File: src/rtl/axi_datamover_cmd_arbiter.sv
// Multi-stream DataMover command/status front end: per-stream command and status FIFOs,
// round-robin issue with a per-stream in-flight limit, and tag-routed status return.
module axi_datamover_cmd_arbiter #(
  parameter int ADDR_WIDTH      = 32,
  parameter int DATA_WIDTH      = 32,
  parameter int NUM_STREAMS     = 4,
  parameter int BTT_WIDTH       = 23,
  parameter int CMD_DEPTH       = 16,
  parameter int STS_DEPTH       = 16,
  parameter int MAX_OUTSTANDING = 4,
  parameter int PAGEWIDTH       = 16
) (
  input  logic                    clk,
  input  logic                    rst_n,
  output logic                    M_AXIS_CMD_TVALID,
  input  logic                    M_AXIS_CMD_TREADY,
  output logic [ADDR_WIDTH+39:0]  M_AXIS_CMD_TDATA,
  input  logic                    S_AXIS_STS_TVALID,
  output logic                    S_AXIS_STS_TREADY,
  input  logic [7:0]              S_AXIS_STS_TDATA,
  input  logic [DATA_WIDTH-1:0]   set_data,
  input  logic [ADDR_WIDTH-1:0]   set_addr,
  input  logic                    set_stb,
  output logic [DATA_WIDTH-1:0]   get_data,
  input  logic [ADDR_WIDTH-1:0]   get_addr,
  input  logic                    get_stb,
  input  logic [NUM_STREAMS-1:0]  stream_valid,
  output logic [NUM_STREAMS-1:0]  irq
);
  localparam int SW = (NUM_STREAMS > 1) ? $clog2(NUM_STREAMS) : 1;
  localparam int CW = $clog2(CMD_DEPTH);
  localparam int QW = $clog2(STS_DEPTH);
  localparam int EW = ADDR_WIDTH + BTT_WIDTH;
  localparam int RW = PAGEWIDTH - 5;
  localparam logic [31:0] NS       = 32'(NUM_STREAMS);
  localparam logic [3:0]  MAXO     = 4'(MAX_OUTSTANDING);
  localparam logic [CW:0] CMD_FULL = (CW+1)'(CMD_DEPTH);
  localparam logic [QW:0] STS_FULL = (QW+1)'(STS_DEPTH);

  logic [EW-1:0]         cmd_mem [NUM_STREAMS][CMD_DEPTH];
  logic [7:0]            sts_mem [NUM_STREAMS][STS_DEPTH];
  logic [CW-1:0]         cmd_wp [NUM_STREAMS];
  logic [CW-1:0]         cmd_rp [NUM_STREAMS];
  logic [CW:0]           cmd_cnt [NUM_STREAMS];
  logic [QW-1:0]         sts_wp [NUM_STREAMS];
  logic [QW-1:0]         sts_rp [NUM_STREAMS];
  logic [QW:0]           sts_cnt [NUM_STREAMS];
  logic [3:0]            outst [NUM_STREAMS];
  logic [ADDR_WIDTH-1:0] stage [NUM_STREAMS];
  logic [NUM_STREAMS-1:0] en, ovf, stserr;
  logic [NUM_STREAMS-1:0] elig, cmd_pop, cmd_push, clr, sts_push, sts_pop, sts_full, sts_empty;

  logic [RW-1:0] wr_s, rd_s;
  logic [2:0]    wr_r, rd_r;
  logic          wr_ok, rd_ok;
  logic [SW-1:0] wr_sel, rd_sel, last, gsel;
  logic          grant, load, out_valid;
  logic [ADDR_WIDTH+39:0] out_data;
  logic [EW-1:0] cmd_head;
  logic [3:0]    sts_tag;
  logic          tag_ok, sts_hs, bad_tag;
  logic [31:0]   rd_word;
  logic          unused_bits;

  assign wr_s   = set_addr[PAGEWIDTH-1:5];
  assign wr_r   = set_addr[4:2];
  assign wr_ok  = set_stb && (32'(wr_s) < NS);
  assign wr_sel = wr_s[SW-1:0];
  assign rd_s   = get_addr[PAGEWIDTH-1:5];
  assign rd_r   = get_addr[4:2];
  assign rd_ok  = 32'(rd_s) < NS;
  assign rd_sel = rd_s[SW-1:0];
  assign unused_bits = &{1'b0, set_addr[ADDR_WIDTH-1:PAGEWIDTH], set_addr[1:0],
                         get_addr[ADDR_WIDTH-1:PAGEWIDTH], get_addr[1:0]};

  assign sts_tag = S_AXIS_STS_TDATA[3:0];
  assign tag_ok  = 32'(sts_tag) < NS;
  assign S_AXIS_STS_TREADY = tag_ok ? !sts_full[sts_tag[SW-1:0]] : 1'b1;
  assign sts_hs  = S_AXIS_STS_TVALID && S_AXIS_STS_TREADY;
  assign bad_tag = sts_hs && !tag_ok;

  assign load     = !out_valid || M_AXIS_CMD_TREADY;
  assign cmd_head = cmd_mem[gsel][cmd_rp[gsel]];

  always_comb begin
    for (int i = 0; i < NUM_STREAMS; i++) begin
      elig[i]      = en[i] && stream_valid[i] && (cmd_cnt[i] != '0) && (outst[i] < MAXO);
      sts_full[i]  = sts_cnt[i] == STS_FULL;
      sts_empty[i] = sts_cnt[i] == '0;
    end
  end

  // Scan from farthest to nearest so the nearest eligible stream after the last grant wins.
  always_comb begin
    logic [SW-1:0] idx;
    idx   = '0;
    grant = 1'b0;
    gsel  = last;
    for (int k = NUM_STREAMS; k >= 1; k--) begin
      idx = SW'((int'(last) + k) % NUM_STREAMS);
      if (load && elig[idx]) begin
        grant = 1'b1;
        gsel  = idx;
      end
    end
  end

  // A grant pop in the same cycle frees the slot, so a commit to a full FIFO still lands.
  always_comb begin
    for (int i = 0; i < NUM_STREAMS; i++) begin
      cmd_pop[i]  = grant && (gsel == SW'(i));
      clr[i]      = wr_ok && (wr_r == 3'd0) && (wr_sel == SW'(i));
      cmd_push[i] = wr_ok && (wr_r == 3'd2) && (wr_sel == SW'(i)) &&
                    ((cmd_cnt[i] != CMD_FULL) || cmd_pop[i]);
      sts_push[i] = sts_hs && tag_ok && (sts_tag == 4'(i));
      sts_pop[i]  = wr_ok && (wr_r == 3'd3) && (wr_sel == SW'(i)) && !sts_empty[i];
    end
  end

  always_comb begin
    rd_word = 32'h1234_5678;
    if (rd_ok) begin
      case (rd_r)
        3'd0: rd_word = {16'hace1, 16'(rd_s)};
        3'd4: rd_word = {23'b0, sts_empty[rd_sel],
                         sts_empty[rd_sel] ? 8'h00 : sts_mem[rd_sel][sts_rp[rd_sel]]};
        3'd5: rd_word = {16'(cmd_cnt[rd_sel]), 16'(sts_cnt[rd_sel])};
        3'd7: rd_word = {ovf[rd_sel], stserr[rd_sel], 26'b0, outst[rd_sel]};
        default: ;
      endcase
    end
  end

  always_ff @(posedge clk) begin
    for (int i = 0; i < NUM_STREAMS; i++) begin
      if (cmd_push[i]) cmd_mem[i][cmd_wp[i]] <= {stage[i], set_data[BTT_WIDTH-1:0]};
      if (sts_push[i]) sts_mem[i][sts_wp[i]] <= S_AXIS_STS_TDATA;
    end
  end

  always_ff @(posedge clk or negedge rst_n) begin
    if (!rst_n) begin
      out_valid <= 1'b0;
      out_data  <= '0;
      last      <= '0;
      get_data  <= '0;
      en        <= '0;
      ovf       <= '0;
      stserr    <= '0;
      for (int i = 0; i < NUM_STREAMS; i++) begin
        cmd_wp[i]  <= '0;
        cmd_rp[i]  <= '0;
        cmd_cnt[i] <= '0;
        sts_wp[i]  <= '0;
        sts_rp[i]  <= '0;
        sts_cnt[i] <= '0;
        outst[i]   <= '0;
        stage[i]   <= '0;
      end
    end else begin
      if (load) out_valid <= grant;
      if (grant) begin
        out_data <= {4'b0, 4'(gsel), cmd_head[EW-1:BTT_WIDTH], 1'b0, 1'b1, 6'b0, 1'b0,
                     23'(cmd_head[BTT_WIDTH-1:0])};
        last     <= gsel;
      end
      if (get_stb) get_data <= DATA_WIDTH'(rd_word);
      for (int i = 0; i < NUM_STREAMS; i++) begin
        if (wr_ok && (wr_sel == SW'(i))) begin
          case (wr_r)
            3'd0: stage[i] <= '0;
            3'd1: stage[i] <= ADDR_WIDTH'(set_data);
            3'd6: en[i]    <= set_data[0];
            default: ;
          endcase
        end
        if (clr[i]) begin
          cmd_wp[i]  <= '0;
          cmd_rp[i]  <= '0;
          cmd_cnt[i] <= '0;
          ovf[i]     <= 1'b0;
          stserr[i]  <= 1'b0;
        end else begin
          if (cmd_push[i]) cmd_wp[i] <= cmd_wp[i] + CW'(1);
          if (cmd_pop[i])  cmd_rp[i] <= cmd_rp[i] + CW'(1);
          if (cmd_push[i] && !cmd_pop[i])      cmd_cnt[i] <= cmd_cnt[i] + (CW+1)'(1);
          else if (!cmd_push[i] && cmd_pop[i]) cmd_cnt[i] <= cmd_cnt[i] - (CW+1)'(1);
        end
        if (sts_push[i]) sts_wp[i] <= sts_wp[i] + QW'(1);
        if (sts_pop[i])  sts_rp[i] <= sts_rp[i] + QW'(1);
        if (sts_push[i] && !sts_pop[i])      sts_cnt[i] <= sts_cnt[i] + (QW+1)'(1);
        else if (!sts_push[i] && sts_pop[i]) sts_cnt[i] <= sts_cnt[i] - (QW+1)'(1);
        if (cmd_pop[i] && !sts_push[i])
          outst[i] <= outst[i] + 4'd1;
        else if (!cmd_pop[i] && sts_push[i] && (outst[i] != 4'd0))
          outst[i] <= outst[i] - 4'd1;
        if (wr_ok && (wr_r == 3'd2) && (wr_sel == SW'(i)) && !cmd_push[i]) ovf[i] <= 1'b1;
        if ((sts_push[i] && !cmd_pop[i] && (outst[i] == 4'd0)) || ((i == 0) && bad_tag))
          stserr[i] <= 1'b1;
      end
    end
  end

  assign M_AXIS_CMD_TVALID = out_valid;
  assign M_AXIS_CMD_TDATA  = out_data;
  assign irq               = ~sts_empty;

endmodule

File: config.mk
export PLATFORM = sky130hd
export DESIGN_NAME = axi_datamover_cmd_arbiter
export DESIGN_NICKNAME = d
export VERILOG_FILES = /design/src/rtl/axi_datamover_cmd_arbiter.sv
export SDC_FILE = /design/constraint.sdc
export NUM_CORES = 2
export LEC_CHECK = 0
export BUFFER_PORTS_ARGS = -buffer_cell sky130_fd_sc_hd__buf_4
export CORE_MARGIN = 1.5
export CORE_UTILIZATION = 35
export DETAILED_ROUTE_END_ITERATION = 8
export PLACE_DENSITY = 0.6
export SLEW_MARGIN = 30
export SYNTH_ARGS = -nofsm -noshare
export SYNTH_HDL_FRONTEND = slang
export SYNTH_SLANG_ARGS = --single-unit
export TNS_END_PERCENT = 100
File: constraint.sdc
create_clock -name clk -period 22.5 [get_ports clk]
set_input_delay 2.25 -clock clk [delete_from_list [all_inputs] [get_ports clk]]
set_output_delay 2.25 -clock clk [all_outputs]
set_load 0.05 [all_outputs]
## After elaboration in Yosys (flattened, before gate mapping)

Memory sizes are Yosys's and may differ from the RTL's.
Cells that the tools add are included.

- Memories: 2
- Bits of input ports: 114
- Word-level logic and storage cells: 512
- Output and inout port bits: 110
- Bits in writable memories: 4032
- Bits in registers: 353

- Eq/ne operators: 24
- Reduce and logical (&&, ||, !) cells: 192
- Bitwise logic cells: 13
- Mux-type cells: 156
- $add $sub $neg: 44
- $lt $le $gt $ge: 33

Memory list:

| memory | words | width | read ports | clocked after memory_dff | wr ports | line | source |
|---|---|---|---|---|---|---|---|
| cmd_mem | 4 | 880 | 1 | 0 | 1 | 40 | `logic [EW-1:0] cmd_mem [NUM_STREAMS][CMD_DEPTH];` |
| sts_mem | 4 | 128 | 1 | 0 | 1 | 41 | `logic [7:0] sts_mem [NUM_STREAMS][STS_DEPTH];` |

Operator list:

| cell | count |
|---|---|
| 2-to-1 mux 880 bit | 10 |
| OR reduction 880 bit | 3 |
| 2-to-1 mux 128 bit | 10 |
| demux 55 bit (select 4 bit) | 4 |
| OR reduction 128 bit | 3 |
| 2-to-1 mux 55 bit | 6 |
| binary-select mux 55 bit (select 4 bit) | 1 |
| demux 8 bit (select 4 bit) | 4 |
| one-hot mux 32 bit (4 select lines) | 1 |
| 2-to-1 mux 4 bit | 30 |
| 2-to-1 mux 5 bit | 24 |
| logical AND 1 bit | 99 |
| adder 4 x 1 -> 4 bit, second input constant | 20 |
| one-hot mux 32 bit (2 select lines) | 1 |
| 2-to-1 mux 8 bit | 7 |
| greater-or-equal comparator 5 bit, second input constant | 10 |
| NOT 4 -> 5 bit | 10 |
| nonzero test 2 bit | 25 |
| adder 5 x 1 -> 5 bit, second input constant | 8 |
| less-than comparator 5 x 1 -> 1 bit, second input constant | 8 |
| subtractor 5 x 1 -> 5 bit, second input constant | 8 |
| 2-to-1 mux 1 bit | 33 |
| binary-select mux 8 bit (select 4 bit) | 1 |
| 2-to-1 mux 32 bit | 1 |
| other kinds (32) | 135 |

## Logic depth before layout (Yosys ltp)

- Depth after elaboration: 20
- Depth in mapped cells: 19
- Mapped depth without buffers: 15

## Worst setup path after synthesis

Ideal clock, no wire load.

- Path kind: input-to-reg
- Start point: input port stream_valid[3]
- End point: memory cmd_mem[1][660] (netlist bit) (enable)
- Cell stages on the path: 12
- Buffers on the path: 3
- Library setup time: 536 ps
- Arrival time: 8527 ps
- Slack: 13437 ps
- Cell sequence: nor4bb_1 -> o21ai_2 -> and3_1 -> a2111oi_4 -> nor2_2 -> buf_6 -> clkbuf_1 -> nor3_2 -> o21a_1 -> buf_2 -> nand2_1 -> nor3_1

- Cells in the longest elaborated chain, start to end: 20
- Elaborated cells between the ends (all ways): 56

RTL lines:

| element | line | source |
|---|---|---|
| from (decl) | 27 | `input logic [NUM_STREAMS-1:0] stream_valid,` |
| logical AND 1 bit (*) (3 in a row) | 87 | `elig[i] = en[i] && stream_valid[i] && (cmd_cnt[i] != '0) && (outst[i] < MAXO);` |
| binary-select mux 1 bit (select 2 bit) | 101 | `if (load && elig[idx]) begin` |
| 2-to-1 mux 1 bit (implied by the code) | 101 |  |
| logical AND 1 bit | 101 |  |
| 2-to-1 mux 2 bit (4 in a row) | 101 |  |
| == test 2 x 1 -> 1 bit | 111 | `cmd_pop[i] = grant && (gsel == SW'(i));` |
| logical AND 1 bit | 111 |  |
| logical OR 1 bit | 114 | `((cmd_cnt[i] != CMD_FULL) \|\| cmd_pop[i]);` |
| logical AND 1 bit | 113 | `cmd_push[i] = wr_ok && (wr_r == 3'd2) && (wr_sel == SW'(i)) &&` |
| 2-to-1 mux 1 bit | 136 | `if (cmd_push[i]) cmd_mem[i][cmd_wp[i]] <= {stage[i], set_data[BTT_WIDTH-1:0]};` |
| 2-to-1 mux 880 bit (implied by the code) | 136 |  |
| OR reduction 880 bit (no source line) | - |  |
| 2-to-1 mux 2 bit (no source line) / 2-to-1 mux 880 bit (equally long branches) (3 in a row) | - |  |
| to (decl) | 40 |  |

Mark *: on every way between the ends. The rest lies on a longest branch, timed or not. The select of a mux whose other input is x is not followed.

## Worst setup path in the final report

- Start point: input port stream_valid[3]
- End point: register out_data[20], in the netlist M_AXIS_CMD_TDATA[20]

- Cells in the longest elaborated chain, start to end: 18
- Elaborated cells between the ends (all ways): 32

RTL lines:

| element | line | source |
|---|---|---|
| logical AND 1 bit (*) (3 in a row) | 87 |  |
| binary-select mux 1 bit (select 2 bit) | 101 |  |
| 2-to-1 mux 1 bit (implied by the code) | 101 |  |
| logical AND 1 bit | 101 |  |
| 2-to-1 mux 2 bit (4 in a row) | 101 |  |
| NOT 2 -> 3 bit (implied by the code) | 83 | `assign cmd_head = cmd_mem[gsel][cmd_rp[gsel]];` |
| binary-select mux 4 bit (select 2 bit) | 83 |  |
| 2-to-1 mux 4 bit (implied by the code) (2 in a row) | 83 |  |
| NOT 4 -> 5 bit (implied by the code) | 83 |  |
| binary-select mux 55 bit (select 4 bit) | 83 |  |
| 2-to-1 mux 55 bit (implied by the code) (2 in a row) | 83 |  |
| to (signal assigned) | 163 | `out_data <= {4'b0, 4'(gsel), cmd_head[EW-1:BTT_WIDTH], 1'b0, 1'b1, 6'b0, 1'b0,` |
| to (decl) | 58 | `logic [ADDR_WIDTH+39:0] out_data;` |

Marked as above.
A chain may end at the register's enable or synchronous reset.

==> impl_metrics.csv <==
group,metric,value,unit
timing,rsz0062_at_grt,"false",
routing,first_pass_iters,6,
worst_hold_path,worstHoldPathType,"reg -> reg",
global_routing,gr-total-overflow,0,
power,vdd_drop_max,85.9,uV
critical_path,path_cells,"buf_4 -> nor4bb_1 -> o21ai_2 -> and4_4 -> or4_4 -> inv_16 -> buf_4 -> buf_4 -> buf_12 -> buf_4 -> buf_16 -> buf_4 -> nand2_1 -> and3_1 -> a311oi_1 -> a311oi_1 -> or3_1 -> a31oi_1",
finish,final_nets,12064,
place,io_buffers,169,
yosys,syn_area,0.178,mm2
global_routing,globalRouteTotalUtil,0.205,
clocking,cts_sinks,4372,
critical_path,worstPathRequired,23430,ps
timing,slew_violations,0,
critical_path,worstPathMaxFanout,144,
floorplanning,die_h,715,um
timing,period_needed,9760,ps
yosys,ys_warn_count,0,
global_routing,grt_pass1_vias,101023,
yosys,yosys.area_share.simple,0.0964,
timing,relSlewSlack,0.248,
clocking,cts_hold_buf,0,
yosys,synth_edf_count,4032,
timing,setup_tns,0,ps
finish,layout_commonest_cell,"edfxtp_1",
routing,via_count,104824,
critical_path,cp-end-kind,"flip-flop",
clocking,cts_tree,"done",
routing,post_drt_via_cell_ratio,5.53,
global_routing,antenna_found_initial,23,
timing,max_freq,102,MHz
floorplanning,rows,261,
global_routing,grtUsageMet3,0.0397,
critical_path,cp_top_family,"buffers and inverters",
critical_path,crit_buf_inv,8,
floorplanning,start_util,0.351,
power,total_power,16.7,mW
routing,wl,541,mm
run_status,status,"finished clean",
floorplanning,core,0.506,mm2
yosys,yosysTopAreaCellShare,0.682,
yosys,synth-seq-cells,4372,
yosys,seq_area_frac_synth,0.729,
finish,syn_to_final_growth,12.7,%
critical_path,worstSetupPathType,"in -> reg",
yosys,synth-xor-area-share,0.00449,
clocking,clkLatencyLatePin,1010,ps
flow_run,maxCapViolations,0,
timing,holdWs,468,ps
critical_path,worstPathArrival,10690,ps
clocking,postCtsSetupRepairBufs,0,
clocking,clk_path_buf_depth,4,
global_routing,grt_util_met2,0.331,
critical_path,cp-start-kind,"input pin",
finish,final_cell_mix,"edfxtp_1 (4032), nand2_1 (2268), mux2i_1 (1118), nand3_1 (1003), clkbuf_16 (433)",
finish,final_util,0.396,
place,hpwl,282,mm
global_routing,grt_start_max_net_pins,160,
yosys,synthFlopType,"edfxtp_1",
clocking,cts_resized,0,
routing,drc,0,
timing,worst_pin_slew,1130,ps
yosys,synth_top_family_by_area,"simple AND/OR/NAND/NOR gates",
yosys,muxShareOfSynthArea,0.0948,
floorplanning,pin_count,224,
clocking,root_buffer,"clkbuf_16",
critical_path,cpMostUsedCell,"buf_4",
power,power_density,83.4,mW/mm2
clocking,clk_pin_slew_worst_paths,60,ps
routing,wl_per_cell,28.5,um
routing,drt_iter0_drc,12885,
critical_path,slowest_delay,900,ps
timing,setup_viol,0,
routing,ant_nets,0,
yosys,synthCells,11802,
place,post_dp_cell_area,0.186,mm2
timing,fin_skew,52.7,ps
yosys,synth_compound_area_frac,0.0451,
place,place.gp.congestion,0.785,
finish,drive_gt1_frac,0.117,
floorplanning,fp.dieW,715,um
timing,finalHoldViolCount,0,
clocking,h-tree-depth,5,
timing,fin_crit_sh,0.434,
clocking,cts_buffers,429,
power,leakage,78.1,nW
yosys,synth_area_leaders,"edfxtp_1 (68%), mux2i_1 (6.3%), nand2_1 (4.8%), dfrtp_1 (4.8%), nand3_1 (2.8%)",
yosys,synth_area_per_cell,15.1,um2
yosys,synth_top_area_cell,"edfxtp_1",
finish,fill_cells,46191,
global_routing,grt_busiest_layer,"met2",
yosys,ys_types,84,
global_routing,grt_first_pass_wirelength,757,mm
global_routing,grt_use_met1,0.273,
finish,stdcell_area,0.200,mm2
floorplanning,dieArea,0.512,mm2
yosys,ys_async_sr_fraction,0.0778,
yosys,synthAdderAreaFrac,0.00699,
critical_path,slowest_stage,"or4_4",
metal layers:
layer  part of all wire  wire, um
met5           0.000068        37
met2               0.47    253000
met3              0.089     47900
met1               0.40    216000
met4              0.045     24100
sequential cells by signal, indices dropped and copies added, names as in the netlist, 4 cells and up:
signal	flops
M_AXIS_CMD_TDATA	56
ovf	4
cmd_cnt	20
sts_cnt	20
sts_mem	512
cmd_wp	16
sts_wp	16
get_data	21
sts_rp	16
stage	128
stserr	4
cmd_rp	16
cmd_mem	3520
outst	16
en	4
worst paths after layout:
| path | from | slack [ps] | depth (start not counted) | endpoint |
|---|---|---|---|---|
| min in group asynchronous | rst_n | 1240 | 1 | sts_rp[5] |
| max in group asynchronous | rst_n | 19270 | 4 | M_AXIS_CMD_TDATA[37] |
| hold reg to reg | sts_rp[15] | 470 | 1 | sts_rp[15] |
| setup / recovery | stream_valid[3] | 12740 | 18 | M_AXIS_CMD_TDATA[20] |
| hold / removal | sts_rp[15] | 470 | 1 | sts_rp[15] |
| setup reg to reg | cmd_cnt[10] | 13440 | 18 | M_AXIS_CMD_TDATA[20] |
kinds of logic after synthesis:
| family | count (synthesis) |
|---|---|
| adder cells (fa/ha/maj) | 92 |
| flip-flops | 4372 |
| AO/OA/AOI/OAI | 1024 |
| XOR/XNOR | 91 |
| AND/OR/NAND/NOR | 3898 |
| multiplexers | 1438 |
| other | 1 |
| buffers and inverters | 886 |
Yosys cell counts (all sizes together) (20+ instances only):
| master | number |
|---|---|
| a31oi | 59 |
| o211a | 57 |
| a311o | 55 |
| nor2 | 164 |
| xnor2 | 53 |
| xor2 | 38 |
| nand2 | 2269 |
| edfxtp | 4032 |
| and3 | 136 |
| buf | 366 |
| o2111a | 56 |
| or3 | 65 |
| clkbuf | 414 |
| dfrtp | 340 |
| o21ai | 168 |
| mux2 | 138 |
| a311oi | 221 |
| nor4 | 74 |
| o41ai | 59 |
| mux2i | 1120 |
| nand4 | 20 |
| inv | 104 |
| ha | 80 |
| nand3 | 1003 |
| mux4 | 180 |
| o2111ai | 58 |
| a21boi | 113 |
| nor3 | 22 |
| and2 | 95 |
| a21oi | 59 |
| o22ai | 55 |
metrics by stage:
stage / setup WS [ps] / std cells
finish: 12740 / 18953
global route: 12450 / 18940
CTS: 12470 / 18933
detailed placement: 11380 / 18129
global placement: 11400 / 18115
floorplan: 13440 / 11819
where the power goes:
| part | internal, mW | switching [mW] | leakage, nW |
|---|---|---|---|
| Clock | 4.05 | 3.12 | 6.83 |
| Combinational | 0.209 | 0.381 | 25.2 |
| Sequential | 8.87 | 0.0801 | 46.1 |
| Total | 13.1 | 3.59 | 78.1 |
final cells by class:
class	count	area [um2]	area share
multi-input cells	6561	44500	0.222
repair buffers	388	3420	0.0171
flip-flops and latches	4372	130000	0.647
diodes	16	40.0	0.000200
clock inverters	228	2170	0.0108
well taps	6706	8390	0.0419
inverters	106	422	0.00211
clock buffers	576	11800	0.0587
(Power assumes the default switching activity.)
